**config.mk**
```make
export PLATFORM = sky130hd
export DESIGN_NAME = id_ex_fwd_stage
export DESIGN_NICKNAME = d
export VERILOG_FILES = /design/src/rtl/id_ex_fwd_stage.sv
export SDC_FILE = /design/constraint.sdc
export NUM_CORES = 1
export LEC_CHECK = 0
export BUFFER_PORTS_ARGS = -buffer_cell sky130_fd_sc_hd__buf_2
export CAP_MARGIN = 25
export CORE_MARGIN = 2
export CORE_UTILIZATION = 40
export CTS_BUF_LIST = sky130_fd_sc_hd__clkbuf_4
export DETAILED_ROUTE_END_ITERATION = 7
export GPL_TIMING_DRIVEN = 0
export PLACE_DENSITY = 0.75
export SLEW_MARGIN = 25
export SYNTH_ARGS = -nofsm -noshare
export SYNTH_HDL_FRONTEND = slang
export SYNTH_SLANG_ARGS = --single-unit
```
**constraint.sdc**
```tcl
create_clock -name clk -period 2 [get_ports clk]
set_input_delay 0.4 -clock clk [delete_from_list [all_inputs] [get_ports clk]]
set_output_delay 0.4 -clock clk [all_outputs]
set_load 0.01 [all_outputs]
```
**src/rtl/id_ex_fwd_stage.sv**
```systemverilog
// ID/EX pipeline register for the 5-stage MIPS core.
// Holds the decoded operands and control for EX, detects load-use hazards
// against the instruction currently in ID, and generates the forwarding
// selects for the rs-side and rt-side ALU source muxes.
module id_ex_fwd_stage #(
    parameter int DATA_W  = 32,
    parameter int REG_AW  = 5,
    parameter int ALUOP_W = 4
) (
    input  logic               clk,
    input  logic               rst_n,
    input  logic               flush,
    input  logic               id_valid,
    input  logic [DATA_W-1:0]  id_rs_data,
    input  logic [DATA_W-1:0]  id_rt_data,
    input  logic [DATA_W-1:0]  id_imm,
    input  logic [REG_AW-1:0]  id_rs,
    input  logic [REG_AW-1:0]  id_rt,
    input  logic [REG_AW-1:0]  id_rd,
    input  logic               id_reg_dst,
    input  logic               id_alu_src,
    input  logic               id_mem_read,
    input  logic               id_mem_write,
    input  logic               id_reg_write,
    input  logic               id_mem_to_reg,
    input  logic [ALUOP_W-1:0] id_alu_op,
    input  logic               exmem_reg_write,
    input  logic [REG_AW-1:0]  exmem_rd,
    input  logic               memwb_reg_write,
    input  logic [REG_AW-1:0]  memwb_rd,
    output logic               ex_valid,
    output logic [DATA_W-1:0]  ex_rs_data,
    output logic [DATA_W-1:0]  ex_rt_data,
    output logic [DATA_W-1:0]  ex_imm,
    output logic [REG_AW-1:0]  ex_rs,
    output logic [REG_AW-1:0]  ex_rt,
    output logic [REG_AW-1:0]  ex_dest,
    output logic               ex_alu_src,
    output logic               ex_mem_read,
    output logic               ex_mem_write,
    output logic               ex_reg_write,
    output logic               ex_mem_to_reg,
    output logic [ALUOP_W-1:0] ex_alu_op,
    output logic [1:0]         Ctrl_FwdA,
    output logic [1:0]         Ctrl_FwdB,
    output logic               stall
);

    localparam logic [1:0] FWD_REGFILE = 2'd0;
    localparam logic [1:0] FWD_EXMEM   = 2'd1;
    localparam logic [1:0] FWD_MEMWB   = 2'd2;

    logic               valid_q,     valid_d;
    logic [DATA_W-1:0]  rs_data_q,   rs_data_d;
    logic [DATA_W-1:0]  rt_data_q,   rt_data_d;
    logic [DATA_W-1:0]  imm_q,       imm_d;
    logic [REG_AW-1:0]  rs_q,        rs_d;
    logic [REG_AW-1:0]  rt_q,        rt_d;
    logic [REG_AW-1:0]  dest_q,      dest_d;
    logic               alu_src_q,   alu_src_d;
    logic               mem_read_q,  mem_read_d;
    logic               mem_write_q, mem_write_d;
    logic               reg_write_q, reg_write_d;
    logic               mem_to_reg_q, mem_to_reg_d;
    logic [ALUOP_W-1:0] alu_op_q,    alu_op_d;

    logic               load_use;
    logic               bubble;

    // The EX/MEM result is newer than MEM/WB, so it wins when both match.
    // $0 is hardwired to zero and must never be forwarded.
    function automatic logic [1:0] fwd_sel(
        input logic              ex_v,
        input logic [REG_AW-1:0] src,
        input logic              em_rw,
        input logic [REG_AW-1:0] em_rd,
        input logic              mw_rw,
        input logic [REG_AW-1:0] mw_rd
    );
        logic [1:0] sel;
        sel = FWD_REGFILE;
        if (ex_v) begin
            if (em_rw && (em_rd != '0) && (em_rd == src)) begin
                sel = FWD_EXMEM;
            end else if (mw_rw && (mw_rd != '0) && (mw_rd == src)) begin
                sel = FWD_MEMWB;
            end
        end
        return sel;
    endfunction

    // Load-use hazard: a load in EX whose destination is read by ID.
    // The rt compare is applied even when ID only uses rs (conservative).
    always_comb begin
        load_use = 1'b0;
        if (valid_q && mem_read_q && (dest_q != '0) && id_valid) begin
            load_use = (id_rs == dest_q) || (id_rt == dest_q);
        end
    end

    // Forwarding selects for both ALU operand muxes; rt-side is produced
    // regardless of alu_src because stores need the forwarded rt data.
    always_comb begin
        Ctrl_FwdA = fwd_sel(valid_q, rs_q, exmem_reg_write, exmem_rd,
                            memwb_reg_write, memwb_rd);
        Ctrl_FwdB = fwd_sel(valid_q, rt_q, exmem_reg_write, exmem_rd,
                            memwb_reg_write, memwb_rd);
    end

    // Next contents of ID/EX: either the ID fields or an all-zero bubble.
    always_comb begin
        bubble       = flush || load_use || !id_valid;
        valid_d      = 1'b0;
        rs_data_d    = '0;
        rt_data_d    = '0;
        imm_d        = '0;
        rs_d         = '0;
        rt_d         = '0;
        dest_d       = '0;
        alu_src_d    = 1'b0;
        mem_read_d   = 1'b0;
        mem_write_d  = 1'b0;
        reg_write_d  = 1'b0;
        mem_to_reg_d = 1'b0;
        alu_op_d     = '0;
        if (!bubble) begin
            valid_d      = 1'b1;
            rs_data_d    = id_rs_data;
            rt_data_d    = id_rt_data;
            imm_d        = id_imm;
            rs_d         = id_rs;
            rt_d         = id_rt;
            dest_d       = id_reg_dst ? id_rd : id_rt;
            alu_src_d    = id_alu_src;
            mem_read_d   = id_mem_read;
            mem_write_d  = id_mem_write;
            reg_write_d  = id_reg_write;
            mem_to_reg_d = id_mem_to_reg;
            alu_op_d     = id_alu_op;
        end
    end

    // Pipeline register with synchronous active-low reset.
    always_ff @(posedge clk) begin
        if (!rst_n) begin
            valid_q      <= 1'b0;
            rs_data_q    <= '0;
            rt_data_q    <= '0;
            imm_q        <= '0;
            rs_q         <= '0;
            rt_q         <= '0;
            dest_q       <= '0;
            alu_src_q    <= 1'b0;
            mem_read_q   <= 1'b0;
            mem_write_q  <= 1'b0;
            reg_write_q  <= 1'b0;
            mem_to_reg_q <= 1'b0;
            alu_op_q     <= '0;
        end else begin
            valid_q      <= valid_d;
            rs_data_q    <= rs_data_d;
            rt_data_q    <= rt_data_d;
            imm_q        <= imm_d;
            rs_q         <= rs_d;
            rt_q         <= rt_d;
            dest_q       <= dest_d;
            alu_src_q    <= alu_src_d;
            mem_read_q   <= mem_read_d;
            mem_write_q  <= mem_write_d;
            reg_write_q  <= reg_write_d;
            mem_to_reg_q <= mem_to_reg_d;
            alu_op_q     <= alu_op_d;
        end
    end

    assign ex_valid      = valid_q;
    assign ex_rs_data    = rs_data_q;
    assign ex_rt_data    = rt_data_q;
    assign ex_imm        = imm_q;
    assign ex_rs         = rs_q;
    assign ex_rt         = rt_q;
    assign ex_dest       = dest_q;
    assign ex_alu_src    = alu_src_q;
    assign ex_mem_read   = mem_read_q;
    assign ex_mem_write  = mem_write_q;
    assign ex_reg_write  = reg_write_q;
    assign ex_mem_to_reg = mem_to_reg_q;
    assign ex_alu_op     = alu_op_q;
    assign stall         = load_use;

endmodule
```
==> flow_summary.toml <==
[layout]
drive_above_1_share = 0.460
areaGrowthSynthToFinish_pct = 45.9
nets = 895
diodes = 0
fin_cells = 909

[hold_path]
worstHoldStart = "id_rs[3]"
holdCritPathClass = "primary input to flip-flop"

[flow_run]
drv_cap = 0

[yosys]
yosysMostFrequentCell = "dfxtp_1"
synth_cell_type_count = 24
synthArstFlopShare = 0
synth_enable_flop_cells = 0
ys_ff_latch = 121
syn-num-nets = 607
netlist_area_mm2 = 0.00435
synth_top_area_cell = "dfxtp_1"
synthTopCellsByCount = "dfxtp_1, nand3_1, a21oi_1"
synthCells = 470
yosysSeqAreaShare = 0.556
synth_area_leaders = "dfxtp_1, nand3_1, a21oi_1"
ys.flop_type = "dfxtp_1"
synth_warnings = 0
synth_top_area_frac = 0.556
syn_area_per_cell_um2 = 9.26

[sta]
finalHoldViolCount = 0
grt_setup_unrepaired = "true"
relSlewSlack = 0.602
fin_ws_ps = -301
setup_viol = 5
period_share = 1.15
maxClockFrequency_mhz = 435
slew_violations = 0
tightest_slew_ps = 597
fin_skew_ps = 14.1
tns_ps = -1120
min_period_ps = 2300

[setup_path]
required_ps = 1600
worst_r2r_startpoint = "ex_dest[0]$_SDFF_PP0_"
end_kind = "primary output"
critPathLaunch = "exmem_rd[1]"
critPathKind = "primary input to primary output"
start_kind = "primary input"
crit_fanout = 3
critical_path_arrival_ps = 1900

[drt]
vias = 4599
routed_wl_mm = 14.3
wire_per_inst_um = 15.7
viasPerCell = 5.06
first_pass_iters = 4
postRouteAntennaNets = 0
drc = 0
drt_iter0_drc = 242

[floorplan]
core_area_mm2 = 0.0107
die-area_mm2 = 0.0117
die_h_um = 108
die_w_um = 108
initial_utilization = 0.405
io_pins = 263
row_count = 38

[grt]
grt_usage = 0.226
antenna_found_initial = 0
first_global_vias = 4308
grt_first_pass_wirelength_mm = 20.4
grt_overflow = 0
grt_start_max_net_pins = 17

[clock_tree]
clkTransAtPathRegs_ps = 100
cts-root-buf = "clkbuf_4"
cts.hold.buffers_added = 0
cts_tree = "yes"
cts_buffers = 17
cts.sinks = 121
clockBufferDepth = 2
cts_max_level = 4
clk_latency_ps = 500

[run_status]
violations = "setup timing"
status = "finished, violations left"

[pwr]
powerDensity_mw_per_mm2 = 756
power.leakage_uw = 0.00318
ir_worst_vdd_mv = 0.429

[placed_design]
gp_congestion = 0.852
hpwl_mm = 10.3
portBuffers = 260
dp.cells = 870
repair_timing:
action                     CTS  global route
pin swaps                    6             5
resized for setup           30            17
hold endpoints to repair     0             0
setup endpoints to repair    5             5
buffers inserted             4             5
cell type report:
type / instances / area [um2]
timing repair buffer: 269 / 1390
multi-input combinational: 287 / 1760
clock buffer: 19 / 143
tap: 140 / 175
sequential: 121 / 2450
inverter: 10 / 37.5
fill: 973 / 4390
clock inverter: 11 / 131
buffer: 52 / 262
placed cells by master (no fill, tap or decap):
master	Yosys	final
a211oi_1	15	15
a21oi_1	107	106
a21oi_4	0	1
and2_2	2	1
and2_4	0	2
buf_1	4	4
buf_2	16	273
buf_4	8	16
buf_6	0	4
bufinv_16	0	3
clkbuf_1	24	23
clkbuf_4	0	19
clkbuf_8	0	1
clkinv_1	0	3
clkinv_2	0	3
clkinvlp_4	0	2
dfxtp_1	121	107
dfxtp_2	0	8
dfxtp_4	0	6
inv_1	10	10
mux2i_1	5	5
nand2_1	3	3
nand3_1	110	108
nand3_2	0	2
nor2_1	1	1
nor2b_1	1	1
nor3_2	0	1
nor4_2	2	2
nor4_4	0	2
o211ai_1	1	1
o21ai_4	0	1
o22ai_2	0	1
or4_1	4	3
or4_4	0	1
xnor2_1	16	11
xnor2_2	0	5
xor2_1	14	14
worst paths after layout:
| check | to | depth (start not counted) | slack (ps) |
|---|---|---|---|
| worst max-delay path | Ctrl_FwdB[1] | 6 | -300 |
| worst min-delay path | ex_rs[3]$_SDFF_PP0_ | 3 | 130 |
| worst min register to register | ex_rs_data[3]$_SDFF_PP0_ | 4 | 870 |
| worst max register to register | ex_valid$_SDFF_PN0_ | 8 | 140 |
power by group:
part / internal [uW] / switching (uW)
clock network: 863 / 876
registers: 2470 / 27.7
logic: 252 / 313
critical path, stage by stage:
cell and delay, ps:
buf_2 130, or4_1 580, o21ai_4 220, nor4_4 90, nor4_2 300, buf_2 180
cells by family (layout without fill, tap and decap cells):
logic type	after synthesis	after routing	share of synthesized area
simple gates	127	127	0.153
compound gates	125	125	0.154
flops	121	121	0.556
buf+inv	62	361	0.0649
xor+xnor	30	30	0.0603
mux	5	5	0.0115
through the flow:
stage               total power [uW]  utilization  setup WS (ps)  instance area (um2)  hold WS, ps
finish                          4800        0.591           -301                 6350          131
floorplan                       2800            -           99.2                 4350          514
CTS                             4800        0.580           -348                 6230         77.8
global route                    5000        0.591           -374                 6350         90.8
detailed placement              3070        0.543           -216                 5830          646
global placement                3050        0.543           -164                 5830          643
layer usage:
layer	wire length (um)	GRT usage
met1	5530	0.249
met2	7320	0.410
met3	1070	0.0651
met4	363	0.0907
met5	0	0
Power figures use the tool's default switching activity.
